### config.mk
export PLATFORM = sky130hd
export DESIGN_NAME = mips_multicycle_ctrl
export DESIGN_NICKNAME = d
export VERILOG_FILES = /design/src/rtl/mips_multicycle_ctrl_pkg.sv /design/src/rtl/mips_multicycle_ctrl_alu_decode.sv /design/src/rtl/mips_multicycle_ctrl.sv
export SDC_FILE = /design/constraint.sdc
export NUM_CORES = 1
export LEC_CHECK = 0
export CAP_MARGIN = 20
export CORE_ASPECT_RATIO = 0.75
export CORE_UTILIZATION = 50
export CTS_CLUSTER_DIAMETER = 40
export DETAILED_ROUTE_END_ITERATION = 10
export PLACE_DENSITY = 0.78
export SLEW_MARGIN = 5
export SYNTH_ARGS = -nofsm -noshare
export SYNTH_HDL_FRONTEND = slang
export SYNTH_SLANG_ARGS = --single-unit
### constraint.sdc
create_clock -name clk -period 2.35 [get_ports clk]
set_input_delay 0.235 -clock clk [delete_from_list [all_inputs] [get_ports clk]]
set_output_delay 0.235 -clock clk [all_outputs]
set_load 0.05 [all_outputs]
### src/rtl/mips_multicycle_ctrl_pkg.sv
// Shared constants for the multicycle MIPS control unit: ALU operation codes,
// the opcode/funct values the controller understands, and the FSM state set.
package mips_pkg;

  // ALU operation codes driven on alu_control
  localparam logic [4:0] ALU_AND  = 5'b00000;
  localparam logic [4:0] ALU_ANDI = 5'b00001;
  localparam logic [4:0] ALU_ADD  = 5'b00010;
  localparam logic [4:0] ALU_ADDI = 5'b00011;
  localparam logic [4:0] ALU_SLL  = 5'b00100;
  localparam logic [4:0] ALU_SLT  = 5'b00111;
  localparam logic [4:0] ALU_LW   = 5'b01000;
  localparam logic [4:0] ALU_SW   = 5'b01001;
  localparam logic [4:0] ALU_BEQ  = 5'b01010;
  localparam logic [4:0] ALU_JAL  = 5'b01011;
  localparam logic [4:0] ALU_NOR  = 5'b01100;
  localparam logic [4:0] ALU_JR   = 5'b01111;

  // Primary opcodes (IR[31:26])
  localparam logic [5:0] OP_RTYPE = 6'b000000;
  localparam logic [5:0] OP_JAL   = 6'b000011;
  localparam logic [5:0] OP_BEQ   = 6'b000100;
  localparam logic [5:0] OP_ADDI  = 6'b001000;
  localparam logic [5:0] OP_ANDI  = 6'b001100;
  localparam logic [5:0] OP_LW    = 6'b100011;
  localparam logic [5:0] OP_SW    = 6'b101011;

  // R-type function codes (IR[5:0])
  localparam logic [5:0] FN_ADD = 6'b100000;
  localparam logic [5:0] FN_AND = 6'b100100;
  localparam logic [5:0] FN_NOR = 6'b100111;
  localparam logic [5:0] FN_SLT = 6'b101010;
  localparam logic [5:0] FN_SLL = 6'b000000;
  localparam logic [5:0] FN_JR  = 6'b001000;

  // Controller states. ILLEGAL and TIMEOUT are the one-cycle states that
  // carry the illegal_op / mem_timeout pulses back to FETCH.
  typedef enum logic [3:0] {
    ST_RST      = 4'd0,
    ST_FETCH    = 4'd1,
    ST_DECODE   = 4'd2,
    ST_EXEC_R   = 4'd3,
    ST_EXEC_I   = 4'd4,
    ST_MEM_ADDR = 4'd5,
    ST_MEM_RD   = 4'd6,
    ST_MEM_WR   = 4'd7,
    ST_WB_R     = 4'd8,
    ST_WB_I     = 4'd9,
    ST_WB_MEM   = 4'd10,
    ST_BRANCH   = 4'd11,
    ST_JAL      = 4'd12,
    ST_JR       = 4'd13,
    ST_ILLEGAL  = 4'd14,
    ST_TIMEOUT  = 4'd15
  } state_t;

endpackage

### src/rtl/mips_multicycle_ctrl_alu_decode.sv
// R-type funct to ALU operation decoder. Functs outside the supported set
// raise illegal and leave the code at the AND default.
module mips_alu_decode
  import mips_pkg::*;
(
  input  logic [5:0] funct,
  output logic [4:0] alu_code,
  output logic       illegal
);

  // Map each supported funct onto its ALU code
  always_comb begin
    alu_code = ALU_AND;
    illegal  = 1'b0;
    case (funct)
      FN_ADD:  alu_code = ALU_ADD;
      FN_AND:  alu_code = ALU_AND;
      FN_NOR:  alu_code = ALU_NOR;
      FN_SLT:  alu_code = ALU_SLT;
      FN_SLL:  alu_code = ALU_SLL;
      FN_JR:   alu_code = ALU_JR;
      default: illegal  = 1'b1;
    endcase
  end

endmodule

### src/rtl/mips_multicycle_ctrl.sv
// Multicycle MIPS control FSM. Sequences fetch/decode/execute/memory/writeback,
// drives the datapath selects and strobes, and bounds every memory wait with a
// counter that aborts back to FETCH after WAIT_LIMIT unanswered request cycles.
module mips_multicycle_ctrl
  import mips_pkg::*;
#(
  parameter int WAIT_LIMIT = 255
) (
  input  logic       clk,
  input  logic       rst_n,
  input  logic [5:0] opcode,
  input  logic [5:0] funct,
  input  logic       zero_signal,
  input  logic       mem_ready,
  output logic [4:0] alu_control,
  output logic       alu_src_a,
  output logic [1:0] alu_src_b,
  output logic       mem_req,
  output logic       mem_we,
  output logic       i_or_d,
  output logic       ir_write,
  output logic       pc_write,
  output logic [1:0] pc_source,
  output logic       reg_write,
  output logic [1:0] reg_dst,
  output logic [1:0] mem_to_reg,
  output logic       illegal_op,
  output logic       mem_timeout,
  output logic [3:0] state_o
);

  localparam int CNT_W = 10;
  localparam logic [CNT_W-1:0] CNT_LAST = CNT_W'(WAIT_LIMIT - 1);

  state_t           state;
  state_t           state_nxt;
  logic [5:0]       op_q;
  logic [5:0]       funct_q;
  logic [CNT_W-1:0] wait_cnt;
  logic             wait_st;
  logic             wait_expired;
  logic [5:0]       funct_sel;
  logic [4:0]       dec_code;
  logic             dec_illegal;

  // DECODE dispatches on the live funct; later states use the captured copy
  assign funct_sel = (state == ST_DECODE) ? funct : funct_q;

  mips_alu_decode u_alu_decode (
    .funct    (funct_sel),
    .alu_code (dec_code),
    .illegal  (dec_illegal)
  );

  assign wait_st      = (state == ST_FETCH) || (state == ST_MEM_RD) || (state == ST_MEM_WR);
  // Last permitted wait cycle with no answer; a ready on this cycle still wins
  assign wait_expired = wait_st && !mem_ready && (wait_cnt == CNT_LAST);
  assign state_o      = state;

  // State register, forced to RST asynchronously so a reset kills any strobe at once
  always_ff @(posedge clk or negedge rst_n) begin
    if (!rst_n) state <= ST_RST;
    else        state <= state_nxt;
  end

  // Wait counter restarts whenever a wait state is entered and counts while it holds
  always_ff @(posedge clk or negedge rst_n) begin
    if (!rst_n)                               wait_cnt <= '0;
    else if (!wait_st || state_nxt != state)  wait_cnt <= '0;
    else                                      wait_cnt <= wait_cnt + 1'b1;
  end

  // Capture the instruction fields while DECODE dispatches on them
  always_ff @(posedge clk) begin
    if (state == ST_DECODE) begin
      op_q    <= opcode;
      funct_q <= funct;
    end
  end

  // Next-state selection
  always_comb begin
    state_nxt = state;
    case (state)
      ST_RST:   state_nxt = ST_FETCH;
      ST_FETCH: begin
        if (mem_ready)         state_nxt = ST_DECODE;
        else if (wait_expired) state_nxt = ST_TIMEOUT;
      end
      ST_DECODE: begin
        case (opcode)
          OP_RTYPE: begin
            if (funct == FN_JR)   state_nxt = ST_JR;
            else if (dec_illegal) state_nxt = ST_ILLEGAL;
            else                  state_nxt = ST_EXEC_R;
          end
          OP_ADDI, OP_ANDI: state_nxt = ST_EXEC_I;
          OP_LW, OP_SW:     state_nxt = ST_MEM_ADDR;
          OP_BEQ:           state_nxt = ST_BRANCH;
          OP_JAL:           state_nxt = ST_JAL;
          default:          state_nxt = ST_ILLEGAL;
        endcase
      end
      ST_EXEC_R:   state_nxt = ST_WB_R;
      ST_EXEC_I:   state_nxt = ST_WB_I;
      ST_MEM_ADDR: state_nxt = (op_q == OP_SW) ? ST_MEM_WR : ST_MEM_RD;
      ST_MEM_RD: begin
        if (mem_ready)         state_nxt = ST_WB_MEM;
        else if (wait_expired) state_nxt = ST_TIMEOUT;
      end
      ST_MEM_WR: begin
        if (mem_ready)         state_nxt = ST_FETCH;
        else if (wait_expired) state_nxt = ST_TIMEOUT;
      end
      ST_WB_R, ST_WB_I, ST_WB_MEM, ST_BRANCH, ST_JAL, ST_JR,
      ST_ILLEGAL, ST_TIMEOUT: state_nxt = ST_FETCH;
      default: state_nxt = ST_RST;
    endcase
  end

  // Datapath controls per state; every strobe idles low and the ALU idles on AND
  always_comb begin
    alu_control = ALU_AND;
    alu_src_a   = 1'b0;
    alu_src_b   = 2'b00;
    mem_req     = 1'b0;
    mem_we      = 1'b0;
    i_or_d      = 1'b0;
    ir_write    = 1'b0;
    pc_write    = 1'b0;
    pc_source   = 2'b00;
    reg_write   = 1'b0;
    reg_dst     = 2'b00;
    mem_to_reg  = 2'b00;
    illegal_op  = 1'b0;
    mem_timeout = 1'b0;
    case (state)
      ST_FETCH: begin
        mem_req     = 1'b1;
        alu_src_b   = 2'b01;
        alu_control = ALU_ADD;
        ir_write    = mem_ready;
        pc_write    = mem_ready;
      end
      ST_DECODE: begin
        alu_src_b   = 2'b11;
        alu_control = ALU_ADD;
      end
      ST_EXEC_R: begin
        alu_src_a   = 1'b1;
        alu_control = dec_code;
      end
      ST_EXEC_I: begin
        alu_src_a   = 1'b1;
        alu_src_b   = 2'b10;
        alu_control = (op_q == OP_ADDI) ? ALU_ADDI : ALU_ANDI;
      end
      ST_MEM_ADDR: begin
        alu_src_a   = 1'b1;
        alu_src_b   = 2'b10;
        alu_control = (op_q == OP_SW) ? ALU_SW : ALU_LW;
      end
      ST_MEM_RD: begin
        mem_req = 1'b1;
        i_or_d  = 1'b1;
      end
      ST_MEM_WR: begin
        mem_req = 1'b1;
        mem_we  = 1'b1;
        i_or_d  = 1'b1;
      end
      ST_WB_R: begin
        reg_write = 1'b1;
        reg_dst   = 2'b01;
      end
      ST_WB_I: begin
        reg_write = 1'b1;
      end
      ST_WB_MEM: begin
        reg_write  = 1'b1;
        mem_to_reg = 2'b01;
      end
      ST_BRANCH: begin
        alu_src_a   = 1'b1;
        alu_control = ALU_BEQ;
        pc_source   = 2'b01;
        pc_write    = zero_signal;
      end
      ST_JAL: begin
        reg_write   = 1'b1;
        reg_dst     = 2'b10;
        mem_to_reg  = 2'b10;
        pc_write    = 1'b1;
        pc_source   = 2'b10;
        alu_control = ALU_JAL;
      end
      ST_JR: begin
        alu_src_a   = 1'b1;
        alu_control = ALU_JR;
        pc_write    = 1'b1;
        pc_source   = 2'b11;
      end
      ST_ILLEGAL: illegal_op  = 1'b1;
      ST_TIMEOUT: mem_timeout = 1'b1;
      default: ;
    endcase
  end

endmodule

Word-level counts from Yosys, hierarchy flattened
Cells that the tools add are included.
{"block": "totals", "ff_bits": 26, "wordCells": 85, "output_inout_bits": 26, "input_bits": 16}
{"block": "classes", "n_eq_ne": 31, "n_addsub": 1, "reduce_logical": 21, "muxes": 28}
{"operator": "$eq A6 B6 Y1 const B", "n": 7}
{"operator": "$pmux W4 S5", "n": 2}
{"operator": "$pmux W5 S7", "n": 1}
{"operator": "$eq A4 B4 Y1 const B", "n": 8}
{"operator": "$pmux W4 S8", "n": 1}
{"operator": "$eq A6 B4 Y1 const B", "n": 5}
{"operator": "$mux W4", "n": 6}
{"operator": "$eq A4 B3 Y1 const B", "n": 4}
{"operator": "$logic_not A6 Y1", "n": 2}
{"operator": "$pmux W2 S3", "n": 2}
{"operator": "$reduce_or A2 Y1", "n": 6}
{"operator": "$add A10 B1 Y10 const B", "n": 1}
{"operator": "$eq A10 B8 Y1 const B", "n": 1}
{"operator": "$mux W1", "n": 10}
{"operator": "$mux W10", "n": 1}
{"operator": "$reduce_or A9 Y1", "n": 1}
{"operator": "$eq A4 B2 Y1 const B", "n": 2}
{"operator": "$pmux W2 S2", "n": 2}
{"operator": "$eq A6 B2 Y1 const B", "n": 1}
{"operator": "$eq A6 B3 Y1 const B", "n": 1}
{"operator": "$mux W6", "n": 1}
{"operator": "$reduce_or A6 Y1", "n": 1}
{"operator": "$reduce_or A5 Y1", "n": 1}
{"operator": "$eq A4 B1 Y1 const B", "n": 1}
{"operator": "other kinds (9)", "n": 13}

Logic depth before layout (Yosys ltp)
Gate-level depths: netlist of the first run.
{"block": "depth", "depth_word": 11, "ltp_mapped": 8, "depth_no_buf": 7}

Modules after synthesis
From an unflattened synthesis of the first run, not the netlist that was laid out.
{"block": "hier_totals", "hier_cells": 206, "hier_area_um2": 1833.0}
{"mod": "mips_multicycle_ctrl", "cells_per_inst": 183, "n_inst": 1, "seq_area_each_um2": 650.6, "area_each_um2": 1675.4}
{"mod": "mips_alu_decode", "cells_per_inst": 23, "n_inst": 1, "seq_area_each_um2": 0.0, "area_each_um2": 157.7}

Worst setup path after synthesis of the first run
Ideal clock, no wire load.
{"block": "synth_timing", "path_kind": "reg2out", "from": "register state[3], in the netlist state_o[3]", "to": "output alu_control[3]", "path_buffers": 2, "stages_incl_launch_ff": 7, "required_time_ns": 2.115, "arrival_time_ns": 3.337, "setup_slack_ns": -1.222, "cell_sequence": "dfrtp_1 > buf_6 > nor4b_4 > buf_6 > mux2i_1 > a31oi_1 > o41ai_1"}
{"block": "synth_via", "elab_chain_len": 5, "word_cells_on_any_way": 17, "cone_classes": "12 x eq/ne; 3 x mux; 2 x reduce/logical"}
{"item": "start: declaration", "line": "mips_multicycle_ctrl.sv:35", "source": "state_t state;"}
{"item": "start signal: assignment", "line": "mips_multicycle_ctrl.sv:63", "source": "else state <= state_nxt;"}
{"item": "$eq A4 B2 Y1", "line": "mips_multicycle_ctrl.sv:47, mips_multicycle_ctrl.sv:137"}
{"item": "$mux W6"}
{"item": "$eq A6 B4 Y1, or another cell as far along", "line": "mips_multicycle_ctrl_alu_decode.sv:15", "source": "case (funct)"}
{"item": "$pmux W4 S5", "line": "mips_multicycle_ctrl_alu_decode.sv:15"}
{"item": "$pmux W5 S7 *", "line": "mips_multicycle_ctrl.sv:137", "source": "case (state)"}
{"item": "end: declaration", "line": "mips_multicycle_ctrl.sv:15", "source": "output logic [4:0] alu_control,"}
Mark *: on every way between the ends. The rest lies on a longest branch, timed or not.

Worst setup path after layout of the first run
{"block": "layout_timing", "from": "register state[2], in the netlist state_o[2]", "to": "output alu_control[0]"}
The elaborated chain is that of the path after synthesis.

==> metrics.txt, run 1 <==
final non-filler cell total=335; cell-by-cell trace of the critical path=nor4b_4 > buf_12 > mux2i_4 > xnor2_2 > nand3_2 > o22ai_4 > buf_12; cell taking the most area after synthesis=dfrtp_1; Tot Pwr=3.78 mW; Worst EP required=2.12 ns; Syn Nets=248; period utilization=104%; GPL Wtd Cong=0.870; MaxCap Viol Count=0; kind of critical path=reg -> out; worst-path fanout max=5; TritonCTS clock tree=yes; Top-Level Pins=42; clock root buffer=clkbuf_8; vias in the first global route=1914; Inserted Diodes=0; Worst EP arrival=2.21 ns; remaining global-route overflow=0; antenna viol nets, final=0; pre-CTS WS=0.0571 ns; syn avg cell area=8.79 sq um; routed length per instance=17.5 microns; H-tree depth=1; Vias/cell=6.19; top cells by area, synth=dfrtp_1, edfxtp_1, dfxtp_1; All-Layer GR Usage=29.5%; Least-Margin Pin Slew=0.578 ns; Hold Crit Class=in -> async; Rows=19; initial core utilization=53.8%; first drt pass iteration count=5; Max Buffers Root-to-Sink=2; status=finished with violations; ys flop type=dfrtp_1; Nets=302; unrepaired setup endpoints after global routing=yes; Mapped Cells=230; Final Skew=0.0116 ns; WHS=0.315 ns; Placed Cells=322; flops & latches, synth=26; Initial DRC Count=254; largest net degree at the start of global routing=28; Syn Std Cell Area=0.00202 sq mm; Fin. Hold Viols=0; Worst-Skew Late Latency=0.28 ns; CP startpoint kind=flip-flop; clock buffer count from CTS=3; CP max stage cell=dfrtp_2; Worst VDD drop=0.000926 V; Clock transition at path regs=0.10 ns; final WL=5.88 mm; Layout area overhead=45.1%; LEAKAGE=1.15 nW; CP bufs+invs=2; Yosys cell types=64; Tmin final=2.45 ns; top cell type's share of synthesized area=17.3%; Slew HR=61.4%; area of the core=0.00376 sq mm; PortBufs=40; final setup fails=4; chip height=57.1 microns; # clock sinks=26; Die W=75.4 microns; yosys warns=0; sequential fraction of the synthesis area=32.2%; final slew viol count=0; antenna violations before repair=0; worst setup margin=-0.0971 ns; power per cell area=1290 mW/mm^2; most used cell, CP=buf_12; Post-synth ARST share=53.8%; share of post-route cells with drive strength above 1=32.2%; die area=0.00430 sq mm; failing checks=negative setup slack; via count=2073; Top Family by Delay on Critical Path=simple AND/OR/NAND/NOR gates; DRC=0; number of flops mapped to enable cells by yosys=6; fmax=409 MHz; Crit. End Element=output port; first-pass GRT wire length=9.47 mm; Worst path max stage delay=0.43 ns; detailed placement HPWL=3.91 mm
## logic make-up (layout without fill, tap and decap cells)
kind of cell | Yosys count | count (layout) | synth area share [%]
and+or+nand+nor | 95 | 95 | 27.7
AOI/OAI and AO/OA | 66 | 66 | 24.1
DFF | 26 | 26 | 32.2
buffers and inverters | 22 | 75 | 5.63
xor gates and xnor gates | 9 | 9 | 3.90
muxes | 9 | 9 | 4.95
adders and majority gates | 2 | 2 | 1.24
other | 1 | 1 | 0.186
## layout by cell type, fill, tap and decap left out, types with 3 or more instances in the layout
| cell | count |
|---|---|
| o211a_1 | 3 |
| nand2b_1 | 9 |
| nor2b_1 | 5 |
| clkbuf_8 | 3 |
| nor3_2 | 4 |
| a21oi_2 | 11 |
| buf_12 | 10 |
| edfxtp_1 | 6 |
| nand3_1 | 7 |
| clkdlybuf4s50_1 | 20 |
| dfrtp_1 | 10 |
| inv_1 | 9 |
| o21ai_1 | 3 |
| nor2_1 | 11 |
| xor2_1 | 3 |
| nand4_1 | 4 |
| nand4b_1 | 5 |
| mux2i_4 | 3 |
| nand2_1 | 23 |
| buf_4 | 26 |
| dfxtp_1 | 6 |
| mux2_1 | 3 |
| nor3_1 | 4 |
| a21oi_1 | 9 |
| o21ai_0 | 8 |
| dfrtp_2 | 4 |
| o22ai_1 | 3 |
| xnor2_1 | 5 |
| buf_6 | 3 |
## repair_timing
action                                  4_1_cts  5_1_grt
endpoints found under the setup margin        4       13
resized for setup                             7        5
gates cloned                                  2        0
pin swaps                                     3        3
setup buffers                                 7        0
hold buffers                                  0        0
## report_power, final
part | switching (mW) | total, mW | internal [mW]
logic | 1.58 | 2.72 | 1.14
registers | 0.145 | 0.727 | 0.582
clock network | 0.151 | 0.336 | 0.185
total | 1.88 | 3.78 | 1.90
## cell type report
cell class,instances,area [sq um]
sequential,26,656
clock buffer,4,66.3
multi-input combinational,182,1410
tap,52,65.1
timing repair buffer,62,702
inverter,9,33.8
fill,259,825
## state kept, by name (all words and copies together) (netlist names)
signal    count
funct_q       6
op_q          6
state_o       4
wait_cnt     10
## through the flow
stage	TNS (ns)	utilization [%]	instance area [sq um]
2_1_floorplan	-0.229	-	2140
3_3_place_gp	0	71.9	2700
3_5_place_dp	0	71.9	2700
4_1_cts	-0.418	77.6	2920
5_1_grt	-0.528	78.0	2930
6_report	-0.255	78.0	2930
## final timing paths
| kind | from | end | slack (ns) | cells past startpoint |
|---|---|---|---|---|
| max | state_o[2] | alu_control[0] | -0.1 | 7 |
| max reg2reg | state_o[2] | wait_cnt[3] | 0.14 | 9 |
| min reg2reg | wait_cnt[7] | wait_cnt[7] | 0.57 | 3 |
| min | rst_n | wait_cnt[5] | 0.31 | 1 |
| max in group asynchronous | rst_n | state_o[3] | 1.61 | 1 |
| min in group clk | wait_cnt[7] | wait_cnt[7] | 0.57 | 3 |
## layer usage
| metal | up-vias | wire (microns) | GRT usage, % |
|---|---|---|---|
| met1 | 995 | 2440 | 40.9 |
| met4 | 0 | 176 | 8.73 |
| met5 | - | 0 | 0 |
| met2 | 111 | 2790 | 46.7 |
| li1 | 949 | - | - |
| met3 | 18 | 472 | 6.01 |
## cell usage after synthesis, types with 6 or more instances
master and count:
nand2_1 23, dfrtp_1 14, nor2_1 13, a21oi_2 11
a21oi_1 10, inv_1 9, nand2b_1 9, o21ai_0 9
nand3_1 8, nor3_1 8, clkbuf_1 6, dfxtp_1 6
edfxtp_1 6, xnor2_1 6
(Power assumes the default switching activity.)
==> inputs of run 2 (changes only) <==
CTS_CLUSTER_SIZE = 40   (was not set)
PLACE_DENSITY = 0.8   (was 0.78)
SYNTH_HIERARCHICAL = 1   (was not set)
==> run 2 against run 1 <==
Maximum frequency decreased by 19%; largest cell class unchanged; die area decreased by 9.0%; design area decreased by 6.5%; critical path depth increased by 2; synthesized area decreased by 9.3%; the flow still finishes with violations (negative setup slack); count of clock-buffer cells in the layout decreased by 1; via count decreased by 12%; non-clock buffer count increased by 7; clock skew decreased by 0.0060 ns; flip-flop and latch count unchanged; total power decreased by 4.2%; global-route usage decreased by 2.2 points.
==> metrics.txt, run 2 <==
xor/xnor cell area share of the yosys netlist=4.30%; failing checks=negative setup slack; first-pass GRT wire length=7.91 mm; P_sw=1.78 mW; worst-path fanout max=5; PortBufs=40; Tot Pwr=3.62 mW; LEAKAGE=1.15 nW; Max Buffers Root-to-Sink=2; All-Layer GR Usage=27.3%; area of the core=0.00340 sq mm; syn avg cell area=8.90 sq um; unrepaired setup endpoints after global routing=yes; max reg flops=10; final slew viol count=0; Worst EP required=2.12 ns; sequential fraction of the synthesis area=35.5%; fin area=0.00274 sq mm; top cells by area, synth=dfrtp_1, edfxtp_1, dfxtp_1; Layout area overhead=49.5%; Worst VDD drop=0.000831 V; kind of critical path=reg -> out; TritonCTS clock tree=yes; # clock sinks=26; MaxCap Viol Count=0; antenna violations before repair=0; largest family of logic cells by synthesized area=simple AND/OR/NAND/NOR gates; largest register by flop count=wait_cnt; share of post-route cells with drive strength above 1=37.3%; most common cell in the netlist=nor2_1; Least-Margin Pin Slew=0.881 ns; Placed Cells=309; Worst EP arrival=2.79 ns; Fin. Hold Viols=0; Initial DRC Count=129; DRC=0; Crit. End Element=output port; top cell type's share of synthesized area=19.1%; Nets=287; most common library cells after synthesis=nor2_1, nand2_1, dfrtp_1; CP startpoint kind=flip-flop; flops & latches, synth=26; worst setup margin=-0.678 ns; largest net degree at the start of global routing=22; Int Pwr=1.85 mW; Flop pwr share=17.5%; Post-synth ARST share=53.8%; GPL Wtd Cong=0.866; vias in the first global route=1618; period utilization=129%; detailed placement HPWL=3.66 mm; Hold Crit Class=in -> async; top flop regs=wait_cnt (10), funct_q (6), op_q (6); routed length per instance=15.8 microns; Tmin final=3.03 ns; Vias/cell=5.71; Final Skew=0.00566 ns; final WL=5.04 mm; yosys warns=6; cell taking the most area after synthesis=dfrtp_1; Top-Level Pins=42; register area=656 sq um; via count=1817; final non-filler cell total=318; clock buffer count from CTS=3; filler instances=207; commonest non-fill, non-tap cell in the layout=buf_4; Mapped Cells=206; chip height=54.4 microns; power per cell area=1320 mW/mm^2; Die W=71.9 microns; Comb pwr share=75.8%; compound-gate portion of the synthesized area=15.3%; antenna viol nets, final=0; initial core utilization=53.9%; leading cell types in the layout, fill and taps excluded=buf_4, clkdlybuf4s50_1, nor2_1, nand2_1, dfrtp_1; worst reg-to-reg path cell count=11; placed inst area=0.00253 sq mm; Syn Std Cell Area=0.00183 sq mm; final setup fails=17; Clock transition at path regs=0.08 ns; Inserted Diodes=0; Worst-Skew Late Latency=0.27 ns; mux share of post-synthesis cell area=4.23%; fin util=80.6%; Yosys cell types=62; first drt pass iteration count=4; ys flop type=dfrtp_1; number of flops mapped to enable cells by yosys=6; die area=0.00391 sq mm; adder-cell share of the synthesized area=1.37%; status=finished with violations; Clock power frac=6.8%; switch share=49.1%; fmax=330 MHz; area of the multi-input gates=0.00124 sq mm; Slew HR=41.1%; remaining global-route overflow=0; Rows=18; H-tree depth=1; Syn Nets=224; clock root buffer=clkbuf_8; Simple-Gate Fraction of Synth Area=33.0%
==> run 2: per-layer routing <==
metal  vias up  global-route usage, %  part of all wire, %
met3         8                   5.89                  6.7
met5         -                      0                    0
met4         0                   7.52                  1.3
met2        75                   41.7                   44
li1        880                      -                    -
met1       854                   39.3                   48
==> run 2: final cells by class <==
type / instances / share of cell area (%)
clock inverters: 1 / 0.137
repair buffers: 69 / 25.7
flip-flops and latches: 26 / 23.9
clock buffers: 3 / 1.51
inverters: 7 / 1.14
multi-input cells: 162 / 45.3
well taps: 50 / 2.28
==> run 2: stage by stage <==
| stage | TNS [ns] | hold slack, ns | setup WS (ns) |
|---|---|---|---|
| after global routing | -11.04 | 0.377 | -0.765 |
| after detailed placement | -7.47 | 0.517 | -0.579 |
| after CTS | -8.38 | 0.364 | -0.622 |
| after floorplan | -12.23 | -0.0606 | -0.823 |
| final | -9.54 | 0.345 | -0.678 |
| after global placement | -6.53 | 0.520 | -0.477 |
==> run 2: logic make-up after synthesis <==
kind of cell    count (synthesis)
xor+xnor                        9
buf+inv                        18
flops                          26
fa+ha+maj                       2
compound gates                 41
mux                             7
simple gates                  102
other cells                     1
==> run 2: worst max-delay path: stages, from the launching register on <==
cell and delay, ns:
dfrtp_2 0.41, or2_4 0.27, nor2_4 0.20, buf_6 0.15
mux2_4 0.33, or4_4 0.55, a21oi_4 0.17, nor2_2 0.06
o31ai_4 0.21, buf_12 0.17
==> run 2: worst paths after layout <==
check / to / slack, ns / start
setup / recovery: alu_control[3] / -0.68 / state_o[2]
hold reg to reg: funct_q[4] / 0.53 / funct_q[4]
min in group clk: funct_q[4] / 0.53 / funct_q[4]
setup reg to reg: wait_cnt[7] / -0.64 / state_o[2]
max in group asynchronous: state_o[2] / 1.57 / rst_n
hold / removal: wait_cnt[2] / 0.35 / rst_n
==> run 2: what timing repair did <==
action	4_1_cts	5_1_grt
hold buffers	0	0
endpoints found under the setup margin	17	19
pin swaps	7	6
setup buffers	10	2
gates resized for setup	23	13
==> run 2: power by group through the flow <==
stage                     registers [mW]  logic (mW)  clock network (mW)
after detailed placement           0.632        2.50                   0
after global routing               0.640        2.90               0.266
final                              0.633        2.75               0.245
after CTS                          0.624        2.71               0.249
after floorplan                    0.731        1.55                   0
after global placement             0.627        2.47                   0
